### src/rtl/threshold_bank_if.sv
// threshold_bank_if: user-input write bus of the threshold bank.
// The master drives one operation per cycle with select high; the slave
// answers one cycle later with a single-cycle wr_ack or wr_err pulse.
interface threshold_bank_if #(
  parameter int SEL_W = 2,
  parameter int IN_W  = 3
) ();
  logic             select;
  logic [SEL_W-1:0] selector;
  logic [1:0]       mode;
  logic [IN_W-1:0]  inputVal;
  logic             wr_ack;
  logic             wr_err;

  modport master (
    output select, selector, mode, inputVal,
    input  wr_ack, wr_err
  );

  modport slave (
    input  select, selector, mode, inputVal,
    output wr_ack, wr_err
  );
endinterface

### src/rtl/threshold_bank.sv
// threshold_bank: per-channel threshold registers for the colour-reduction
// path (channel 0 = hue, 1 = saturation, 2 = value by default).
// Write modes: 00 load (operand scaled to the top bits), 01 saturating
// increment, 10 saturating decrement, 11 reserved (rejected).
// Optional feature macro THRESHOLD_SHADOW_EN: when defined, writes land in a
// shadow register and reach the thresholds output only on a commit pulse, so
// a threshold never changes mid-frame. When undefined, writes go straight to
// the active register, commit is ignored and pending stays 0.
module threshold_bank #(
  parameter int              NUM_CH   = 3,
  parameter int              SEL_W    = 2,
  parameter int              IN_W     = 3,
  parameter int              TH_W     = 8,
  parameter logic [TH_W-1:0] RESET_TH = 8'h80
) (
  input  logic                   clk,
  input  logic                   reset,
  threshold_bank_if.slave        bus,
  input  logic                   commit,
  output logic [NUM_CH*TH_W-1:0] thresholds,
  output logic                   pending
);

  // Channel count widened by one bit so out-of-range selectors compare safely.
  localparam logic [SEL_W:0] NUM_CH_L = (SEL_W + 1)'(NUM_CH);

  logic op_valid;
  logic op_reject;
  logic ack_reg;
  logic err_reg;

  assign op_valid  = bus.select && ({1'b0, bus.selector} < NUM_CH_L) && (bus.mode != 2'b11);
  assign op_reject = bus.select && !op_valid;

  assign bus.wr_ack = ack_reg;
  assign bus.wr_err = err_reg;

  genvar gi;
  generate
    for (gi = 0; gi < NUM_CH; gi++) begin : g_ch
      logic            hit;
      logic [TH_W-1:0] cur;
      logic [TH_W:0]   sum;
      logic [TH_W:0]   diff;
      logic [TH_W-1:0] wr_val;

      assign hit  = op_valid && (bus.selector == SEL_W'(gi));
      // One spare bit catches the carry / borrow used for clamping.
      assign sum  = {1'b0, cur} + (TH_W + 1)'(bus.inputVal);
      assign diff = {1'b0, cur} - (TH_W + 1)'(bus.inputVal);

      // New value for this channel according to the requested mode.
      always_comb begin
        wr_val = cur;
        case (bus.mode)
          2'b00:   wr_val = TH_W'(bus.inputVal) << (TH_W - IN_W);
          2'b01:   wr_val = sum[TH_W]  ? {TH_W{1'b1}} : sum[TH_W-1:0];
          2'b10:   wr_val = diff[TH_W] ? {TH_W{1'b0}} : diff[TH_W-1:0];
          default: wr_val = cur;
        endcase
      end

`ifdef THRESHOLD_SHADOW_EN
      logic [TH_W-1:0] shadow_reg;
      logic [TH_W-1:0] active_reg;

      // Arithmetic chains on the shadow copy so back-to-back ops accumulate.
      assign cur = shadow_reg;

      // Writes land in shadow; commit copies the pre-write shadow to active.
      always_ff @(posedge clk or negedge reset) begin
        if (!reset) begin
          shadow_reg <= RESET_TH;
          active_reg <= RESET_TH;
        end else begin
          if (hit)
            shadow_reg <= wr_val;
          if (commit)
            active_reg <= shadow_reg;
        end
      end
`else
      logic [TH_W-1:0] active_reg;

      assign cur = active_reg;

      // Without shadowing, writes update the visible threshold directly.
      always_ff @(posedge clk or negedge reset) begin
        if (!reset)
          active_reg <= RESET_TH;
        else if (hit)
          active_reg <= wr_val;
      end
`endif

      assign thresholds[gi*TH_W +: TH_W] = active_reg;
    end
  endgenerate

`ifdef THRESHOLD_SHADOW_EN
  logic pending_reg;

  assign pending = pending_reg;

  // Response pulses and pending flag; a write in the commit cycle keeps pending set.
  always_ff @(posedge clk or negedge reset) begin
    if (!reset) begin
      ack_reg     <= 1'b0;
      err_reg     <= 1'b0;
      pending_reg <= 1'b0;
    end else begin
      ack_reg <= op_valid;
      err_reg <= op_reject;
      if (op_valid)
        pending_reg <= 1'b1;
      else if (commit)
        pending_reg <= 1'b0;
    end
  end
`else
  logic unused_commit;

  // Commit has no role when writes go straight to the active registers.
  assign unused_commit = commit;
  assign pending       = 1'b0;

  // Response pulses, one cycle after the sampled operation.
  always_ff @(posedge clk or negedge reset) begin
    if (!reset) begin
      ack_reg <= 1'b0;
      err_reg <= 1'b0;
    end else begin
      ack_reg <= op_valid;
      err_reg <= op_reject;
    end
  end
`endif

endmodule
### src/flat_wrapper.sv
// flat-port wrapper written by rule: the top's interface ports become plain ports
module threshold_bank_flat 
#(
  parameter int              NUM_CH   = 3,
  parameter int              SEL_W    = 2,
  parameter int              IN_W     = 3,
  parameter int              TH_W     = 8,
  parameter logic [TH_W-1:0] RESET_TH = 8'h80
)
  (clk, reset, commit, thresholds, pending, bus_select, bus_selector, bus_mode, bus_inputVal, bus_wr_ack, bus_wr_err);
  threshold_bank_if #(.SEL_W(SEL_W), .IN_W(IN_W)) bus_i ();
  input  logic clk;
  input  logic reset;
  input  logic commit;
  output logic [NUM_CH*TH_W-1:0] thresholds;
  output logic pending;
  input wire logic [$bits(bus_i.select)-1:0] bus_select;
  input wire logic [$bits(bus_i.selector)-1:0] bus_selector;
  input wire logic [$bits(bus_i.mode)-1:0] bus_mode;
  input wire logic [$bits(bus_i.inputVal)-1:0] bus_inputVal;
  output wire logic [$bits(bus_i.wr_ack)-1:0] bus_wr_ack;
  output wire logic [$bits(bus_i.wr_err)-1:0] bus_wr_err;
  assign bus_i.select = bus_select;
  assign bus_i.selector = bus_selector;
  assign bus_i.mode = bus_mode;
  assign bus_i.inputVal = bus_inputVal;
  assign bus_wr_ack = bus_i.wr_ack;
  assign bus_wr_err = bus_i.wr_err;
  threshold_bank #(.NUM_CH(NUM_CH), .SEL_W(SEL_W), .IN_W(IN_W), .TH_W(TH_W), .RESET_TH(RESET_TH)) u_core (.clk(clk), .reset(reset), .bus(bus_i), .commit(commit), .thresholds(thresholds), .pending(pending));
endmodule
### config.mk
export PLATFORM = sky130hd
export DESIGN_NAME = threshold_bank_flat
export DESIGN_NICKNAME = d
export VERILOG_FILES = /design/src/rtl/threshold_bank_if.sv /design/src/rtl/threshold_bank.sv /design/src/flat_wrapper.sv
export SDC_FILE = /design/constraint.sdc
export NUM_CORES = 1
export LEC_CHECK = 0
export BUFFER_PORTS_ARGS = -buffer_cell sky130_fd_sc_hd__buf_2
export CAP_MARGIN = 20
export CORE_AREA = 2 2 83 85
export CTS_BUF_LIST = sky130_fd_sc_hd__clkbuf_16
export CTS_CLUSTER_SIZE = 25
export DETAILED_ROUTE_END_ITERATION = 10
export DIE_AREA = 0 0 85 87
export REMOVE_ABC_BUFFERS = 1
export SKIP_CTS_REPAIR_TIMING = 1
export SYNTH_ARGS = -nofsm -noshare
export SYNTH_HDL_FRONTEND = slang
export SYNTH_SLANG_ARGS = --single-unit
### constraint.sdc
create_clock -name clk -period 2.6 [get_ports clk]
set_input_delay 0 -clock clk [delete_from_list [all_inputs] [get_ports clk]]
set_output_delay 0 -clock clk [all_outputs]
set_load 0.01 [all_outputs]
==> results.md, run 1 <==
* Most common cell on crit path: inv_1
* Cells after Synth at 340
* First-pass GRT wire length at 12200 µm
* Worst setup SP type: register
* Routed Antenna Nets at 0
* Most frequent cells in the layout: buf_2, nor2_1, ha_1
* Reg power frac at 34.7%
* Lkg Pwr at 1.42 nW
* Clock Skew at 0.00165 ns
* Synth Area in XOR/XNOR at 3.41%
* Top FF cell, synth: dfrtp_1
* Cell row count at 30
* Net switching power at 835 µW
* Post-synthesis sequential area ratio at 23.2%
* Fin crit period at 2.33 ns
* Worst Tran Pin Value at 0.654 ns
* Final Cell Area at 0.00316 mm²
* Fillers at 676
* Chip Width at 85 µm
* Crit-path leading delay family: adder cells
* Power per cell area at 628 mW/mm²
* Post-Syn Area per Cell at 8.31 µm²
* Internal Power at 1.15 mW
* Final period util at 89.6%
* Reg2reg end: u_core.g_ch[2].active_reg[6]
* Crit Path Max Fanout at 4
* Final Hold Fails at 0
* Via count at 2579
* Clk_lat worst skew at 0.26 ns
* Fin util at 48.2%
* FMAX at 0.429 GHz
* Synth area leader: dfrtp_1
* DRT Pass-1 Iters at 4
* Hold slack at 0.000180 ns
* WL/cell at 16.2 µm
* FFs w/ async S/R, synth at 100%
* CTS buffer count at 3
* Synth cell types at 60
* Max reg flops at 24
* DR iter-0 viols at 149
* Ant diodes at 0
* Min-Delay Startpoint: bus_select
* Starting Density at 43.0%
* Final wirelength at 7290 µm
* Clock Pin Slew Worst Setup and Hold Paths at 0.07 ns
* Max incr delay on CP at 0.41 ns
* Die area at 0.00740 mm²
* Worst Path Arrival at 2.48 ns
* HPWL after detailed placement at 5480 µm
* Area share of fa/ha/maj cells after synthesis at 15.3%
* Setup ws final at 0.269 ns
* Simple-Gate Fraction of Synth Area at 20.3%
* Data required, critical path at 2.75 ns
* Clock net sink count at 26
* Compound-Gate Fraction of Synth Area at 26.1%
* Switching Share at 42.0%
* Comb pwr share at 47.0%
* Mux contribution to synthesized area at 4.92%
* I/O pins at 38
* Reg-to-reg slack, setup at 0.27 ns
* Largest net degree at the start of global routing at 27
* Reg area at 654 µm²
* EDFF count, synth at 0
* Gpl congestion at 0.879
* CP Cell Sequence: inv_1, ha_1, inv_1, fa_1, a21o_1, nor4_1, mux2_2, a221oi_1, nor2_1
* Placed Instance Area at 0.00305 mm²
* CP bufs+invs at 2
* Worst R2R Start: u_core.g_ch[2].active_reg[0]
* Ys Warns at 0
* Grt total ovfl at 0
* Hold Path Stages at 2
* Max_cap viols at 0
* Final setup viols at 0
* Max VDD drop at 306 µV
* Die height at 87 µm
* # DRC at 0
* Slew Viols, Final at 0
* CP Class: register to register
* Slew headroom at 56.1%
* Antenna violations before repair at 0
* Total Neg Setup Slack at 0 ns
* Via density at 5.73
* CTS Root Buffer Type: clkbuf_16
* Longest Clk Path Bufs at 2
* Yosys reg bits at 26
* Dpl ws at 0.251 ns
* Critical-path top delay cell: fa_1
* FF-to-FF path depth at 9
* Post-Syn Area at 0.00282 mm²
* H-tree depth at 1
* TritonCTS clock tree: done
* Hold endpoint: u_core.bus.wr_err
* Most common cell after layout, fill and taps aside: buf_2
* CP endpoint kind: register
* Worst Hold Class: input port to register
* Combined area of the multi-input logic cells at 0.00198 mm²
* IO Port Bufs at 35
* Final nets at 413
* Area Overhead vs Synth at 12.0%
* Number of global-route vias before repair at 2483
* Post-synth top area share at 20.4%
* Share of cells above drive strength 1 at 17.8%
* Clock power share at 18.3%
* RSZ-0062 raised after global routing: no
* Global Route Usage Sum at 20.6%
* Main combinational cell family by area after synthesis: compound AO/OA/AOI/OAI gates
* Status: finished clean
* Top post-synthesis cells by area: dfrtp_1, ha_1, fa_1, nor2_1, a21oi_1
* Core Box Area at 0.00657 mm²
-- power groups by stage --
| stage | Clock (mW) | Combinational, mW | Sequential (mW) |
|---|---|---|---|
| after floorplan | 0 | 0.648 | 0.693 |
| after global placement | 0 | 0.919 | 0.688 |
| after detailed placement | 0 | 0.925 | 0.692 |
| after CTS | 0.373 | 0.932 | 0.685 |
| after global routing | 0.384 | 1.05 | 0.712 |
| final | 0.364 | 0.934 | 0.689 |
-- worst max-delay path by stage --
stage | cells after the start | to | start | slack (ns)
after floorplan | 9 | u_core.g_ch[2].active_reg[6] | u_core.g_ch[2].active_reg[0] | 0.34
after global placement | 9 | u_core.g_ch[2].active_reg[6] | u_core.g_ch[2].active_reg[0] | 0.29
after detailed placement | 9 | u_core.g_ch[2].active_reg[6] | u_core.g_ch[2].active_reg[0] | 0.25
after CTS | 9 | u_core.g_ch[2].active_reg[6] | u_core.g_ch[2].active_reg[0] | 0.24
after global routing | 9 | u_core.g_ch[2].active_reg[6] | u_core.g_ch[2].active_reg[0] | 0.02
final | 9 | u_core.g_ch[2].active_reg[6] | u_core.g_ch[2].active_reg[0] | 0.27
-- cell type report --
cell class / count / share of cell area (%)
timing repair buffer: 45 / 8.15
clock inverter: 1 / 0.119
multi-input combinational: 271 / 62.7
tap: 80 / 3.16
clock buffer: 3 / 2.37
inverter: 24 / 2.85
sequential: 26 / 20.7
-- cell usage after synthesis (all sizes together) (2+ instances only) --
master    n
a211oi    6
a21bo     2
a21o      7
a21oi    18
a221o     3
a221oi    5
a22o      8
a31oi     6
and3      2
buf       9
clkbuf   10
dfrtp    23
dfstp     3
fa        6
ha       25
inv      24
mux2      7
mux2i     6
nand2    21
nand2b   11
nand3    14
nand3b    3
nor2     28
nor2b    12
nor3      3
nor4      3
o2111ai   2
o211ai    8
o21a      2
o21ai    20
o221ai    2
o22ai     4
o31ai     3
or2       5
or3       3
or4       2
xnor2     6
xor2      5
-- stage by stage --
step / cells / total power, mW
after CTS: 447 / 1.99
after global routing: 450 / 2.15
after detailed placement: 443 / 1.62
after floorplan: 321 / 1.34
final: 450 / 1.99
after global placement: 443 / 1.61
-- kinds of logic after synthesis --
kind of cell,count (synthesis)
simple gates,111
compound gates,104
buf+inv,43
fa+ha+maj,31
flops,26
mux,13
xor+xnor,11
other cells,1
-- routing by layer --
metal | wire (µm) | part of all wire (%) | global-route usage [%]
met1 | 3470 | 48 | 28.9
met2 | 3430 | 47 | 34.2
met3 | 341 | 4.7 | 1.99
met4 | 40 | 0.55 | 4.76
met5 | 0 | 0 | 0
(Power assumes the default switching activity.)
==> inputs of run 2 (changes only) <==
--- a/config.mk
+++ b/config.mk
@@ -7,11 +7,12 @@
 export LEC_CHECK = 0
 export BUFFER_PORTS_ARGS = -buffer_cell sky130_fd_sc_hd__buf_2
 export CAP_MARGIN = 20
-export CORE_AREA = 2 2 83 85
+export CORE_AREA = 2 2 88 90
 export CTS_BUF_LIST = sky130_fd_sc_hd__clkbuf_16
 export CTS_CLUSTER_SIZE = 25
 export DETAILED_ROUTE_END_ITERATION = 10
-export DIE_AREA = 0 0 85 87
+export DIE_AREA = 0 0 90 92
+export MAX_ROUTING_LAYER = met4
 export REMOVE_ABC_BUFFERS = 1
 export SKIP_CTS_REPAIR_TIMING = 1
 export SYNTH_ARGS = -nofsm -noshare
==> run 2 against run 1 <==
First-iteration DRC count fell by 11%. Largest power group unchanged. The run now ends with hold timing left. Utilization fell by 5.2 points. Sequential power barely moved. Critical path type unchanged.
==> results.md, run 2 (synthesis gave the netlist of run 1 again) <==
* Status: finished with violations
* Failing checks: hold timing
* # DRC at 0
* Most common cell after layout, fill and taps aside: buf_2
* Antenna violations before repair at 0
* Slew headroom at 55.7%
* Final wirelength at 7380 µm
* Total Neg Setup Slack at 0 ns
* Slew Viols, Final at 0
* CP endpoint kind: register
* Dpl ws at 0.280 ns
* Setup ws final at 0.283 ns
* CTS buffer count at 3
* IO Port Bufs at 35
* Core Box Area at 0.00745 mm²
* Chip Width at 90 µm
* Via count at 2605
* Power per cell area at 656 mW/mm²
* Final setup viols at 0
* Hold slack at -0.00908 ns
* Fin crit period at 2.32 ns
* Longest Clk Path Bufs at 2
* Via density at 5.54
* Worst Path Arrival at 2.47 ns
* Most frequent cells in the layout: buf_2, nor2_1, ha_1
* Worst Tran Pin Value at 0.665 ns
* HPWL after detailed placement at 5560 µm
* Finished Layout Cells at 470
* I/O pins at 38
* Final Hold Fails at 1
* Clock Pin Slew Worst Setup and Hold Paths at 0.08 ns
* WL/cell at 15.7 µm
* Global Route Usage Sum at 19.1%
* Die area at 0.00828 mm²
* Lkg Pwr at 1.42 nW
* Share of cells above drive strength 1 at 17.7%
* Data required, critical path at 2.76 ns
* Fin util at 43.0%
* Routed Antenna Nets at 0
* Worst setup SP type: register
* H-tree depth at 1
* Worst Hold Class: input port to register
* Final Cell Area at 0.00320 mm²
* Max_cap viols at 0
* Gpl congestion at 0.884
* DR iter-0 viols at 132
* Die height at 92 µm
* Number of global-route vias before repair at 2602
* Dpl cells at 463
* Clock Skew at 0.00719 ns
* Ant diodes at 0
* Placed Instance Area at 0.00307 mm²
* Max reg flops at 24
* RSZ-0062 raised after global routing: no
* CP Class: register to register
* TritonCTS clock tree: done
* Pwr Total at 2.10 mW
* Final period util at 89.1%
* Max VDD drop at 339 µV
* Grt total ovfl at 0
* Area Overhead vs Synth at 13.4%
* Largest net degree at the start of global routing at 27
* CTS Root Buffer Type: clkbuf_16
* Final nets at 411
* Clock net sink count at 26
* DRT Pass-1 Iters at 4
* FMAX at 0.432 GHz
* First-pass GRT wire length at 12500 µm
* Crit Path Max Fanout at 4
* Clk_lat worst skew at 0.27 ns
* Starting Density at 37.9%
* Cell row count at 32
==> run 2: power by group <==
part	total [mW]	internal, mW	leakage (nW)	switching (mW)
Clock	0.474	0.307	0.0511	0.166
Sequential	0.688	0.498	0.334	0.190
Combinational	0.939	0.447	1.04	0.493
Total	2.10	1.25	1.42	0.849
==> run 2: worst paths after layout <==
path                                              start                           end  slack [ns]  cells after the start
max in group asynchronous                         reset  u_core.g_ch[1].active_reg[4]        1.87                      2
hold / removal                               bus_select             u_core.bus.wr_err      -0.009                      2
hold reg to reg            u_core.g_ch[2].active_reg[0]  u_core.g_ch[2].active_reg[0]        0.53                      1
min in group asynchronous                         reset  u_core.g_ch[2].active_reg[6]        0.29                      2
setup reg to reg           u_core.g_ch[2].active_reg[0]  u_core.g_ch[2].active_reg[6]        0.28                      9
setup / recovery           u_core.g_ch[2].active_reg[0]  u_core.g_ch[2].active_reg[6]        0.28                      9
==> run 2: critical path, stage by stage (launching register included) <==
cell and delay, ns:
dfrtp_1 0.41, inv_1 0.08, ha_1 0.14, inv_1 0.05, fa_1 0.42, a21o_1 0.24
nor4_1 0.19, mux2_2 0.36, a221oi_1 0.24, nor2_1 0.08
==> run 2: area by class of cell <==
cell class	count	area [µm²]
flip-flops and latches	26	654
repair buffers	43	243
well taps	102	128
clock buffers	3	75.1
fillers	790	4250
multi-input cells	271	1980
inverters	24	90.1
clock inverters	1	30.0
==> run 2: per-layer routing <==
| metal | wire, µm | track usage [%] | vias to the layer above |
|---|---|---|---|
| met5 | 0 | - | - |
| met4 | 99 | 7.31 | 0 |
| met3 | 262 | 1.64 | 8 |
| met2 | 3460 | 30.3 | 59 |
| met1 | 3550 | 25.5 | 1257 |
| li1 | - | - | 1281 |
==> inputs of run 3 (changes only) <==
--- a/config.mk
+++ b/config.mk
@@ -13,6 +13,7 @@
 export DETAILED_ROUTE_END_ITERATION = 10
 export DIE_AREA = 0 0 90 92
 export MAX_ROUTING_LAYER = met4
+export RECOVER_POWER = 25
 export REMOVE_ABC_BUFFERS = 1
 export SKIP_CTS_REPAIR_TIMING = 1
 export SYNTH_ARGS = -nofsm -noshare
==> run 3 against run 2 <==
The flow finishes with violations (hold timing, capacitance limit, slew limit). Critical endpoint unchanged. Sequential cell count did not move. Highest routed layer unchanged. Count of clock-buffer cells in the layout unchanged. Largest power group unchanged. Sequential power is essentially flat. Hold slack barely moved.
==> results.md, run 3 (synthesis gave the netlist of run 1 again) <==
* Via density at 5.53
* CTS Root Buffer Type: clkbuf_16
* Clock net sink count at 26
* Fillers at 789
* Max_cap viols at 1
* Global Route Usage Sum at 19.1%
* Largest net degree at the start of global routing at 27
* H-tree depth at 1
* WL/cell at 15.7 µm
* Lkg Pwr at 1.41 nW
* Routed Antenna Nets at 0
* HPWL after detailed placement at 5560 µm
* Starting Density at 37.9%
* DRT Pass-1 Iters at 4
* TritonCTS clock tree: done
* Slew Viols, Final at 27
* Via count at 2598
* Final setup viols at 0
* Worst Hold Class: input port to register
* Final nets at 411
* Most common cell after layout, fill and taps aside: buf_2
* Status: finished with violations
* Power per cell area at 657 mW/mm²
* CTS buffer count at 3
* Slew headroom at -7.66%
* Ant diodes at 0
* Number of global-route vias before repair at 2602
* Final Hold Fails at 1
* Combined area of the multi-input logic cells at 0.00198 mm²
* CP Class: register to register
* Worst setup SP type: register
* Fin util at 42.9%
* Chip Width at 90 µm
* Longest Clk Path Bufs at 2
* Die height at 92 µm
* DR iter-0 viols at 130
* Fin crit period at 2.32 ns
* Final period util at 89.1%
* Die area at 0.00828 mm²
* Data required, critical path at 2.76 ns
* RSZ-0062 raised after global routing: no
* Share of cells above drive strength 1 at 16.3%
* Crit Path Max Fanout at 4
* CP endpoint kind: register
* Worst Tran Pin Value at 1.61 ns
* Hold slack at -0.00879 ns
* Max reg flops at 24
* Clk_lat worst skew at 0.27 ns
* Gpl congestion at 0.884
* Cell row count at 32
* Final wirelength at 7390 µm
* FMAX at 0.432 GHz
* First-pass GRT wire length at 12500 µm
* Max VDD drop at 339 µV
* IO Port Bufs at 35
* Setup ws final at 0.283 ns
* Antenna violations before repair at 0
* Core Box Area at 0.00745 mm²
* Failing checks: hold timing, capacitance limit, slew limit
* Total Neg Setup Slack at 0 ns
* Clock Pin Slew Worst Setup and Hold Paths at 0.08 ns
* Reg area at 654 µm²
* Dpl ws at 0.280 ns
* Grt total ovfl at 0
* # DRC at 0
* Clock Skew at 0.00635 ns
* Area Overhead vs Synth at 13.2%
* I/O pins at 38
* Worst Path Arrival at 2.47 ns
* Most frequent cells in the layout: buf_2, nor2_1, ha_1
-- run 3: final cells by class --
| class | instances | share of cell area (%) |
|---|---|---|
| Clock buffer | 3 | 2.35 |
| Clock inverter | 1 | 0.940 |
| Inverter | 24 | 2.82 |
| Multi-Input combinational cell | 271 | 62.0 |
| Sequential cell | 26 | 20.5 |
| Tap cell | 102 | 3.99 |
| Timing Repair Buffer | 43 | 7.40 |
-- run 3: power breakdown --
part	total [mW]	leakage, nW	internal (mW)	switching [mW]
logic	0.939	1.02	0.445	0.494
clock network	0.475	0.0511	0.307	0.167
registers	0.687	0.334	0.498	0.188
total	2.10	1.41	1.25	0.849
-- run 3: final timing paths --
kind	start	to	slack, ns	cells past startpoint
min in group asynchronous	reset	u_core.g_ch[2].active_reg[6]	0.67	2
max in group asynchronous	reset	u_core.g_ch[1].active_reg[4]	0.99	2
worst max register to register	u_core.g_ch[2].active_reg[0]	u_core.g_ch[2].active_reg[6]	0.28	9
worst max-delay path	u_core.g_ch[2].active_reg[0]	u_core.g_ch[2].active_reg[6]	0.28	9
worst min-delay path	bus_select	u_core.bus.wr_err	-0.009	2
worst min register to register	u_core.g_ch[2].active_reg[0]	u_core.g_ch[2].active_reg[0]	0.53	1
-- run 3: routing by layer --
metal	track usage [%]	part of all wire, %	wire, µm	vias to the layer above
met5	-	0	0	-
met4	7.31	1.3	99	0
met3	1.64	4.0	296	8
met2	30.3	47	3460	63
met1	25.5	48	3530	1246
li1	-	-	-	1281
-- run 3: worst max-delay path: stages, from the launching register on --
cell and delay, ns:
dfrtp_1 0.41, inv_1 0.08, ha_1 0.14, inv_1 0.05, fa_1 0.42, a21o_1 0.24, nor4_1 0.19, mux2_2 0.36
a221oi_1 0.24, nor2_1 0.08
-- run 3: metrics by stage --
step                      power, mW  instance area (µm²)  cells
final                          2.10                 3200    470
after global routing           2.26                 3200    470
after CTS                      2.11                 3170    467
after detailed placement       1.63                 3070    463
after global placement         1.61                 3070    463
after floorplan                1.34                 2730    321
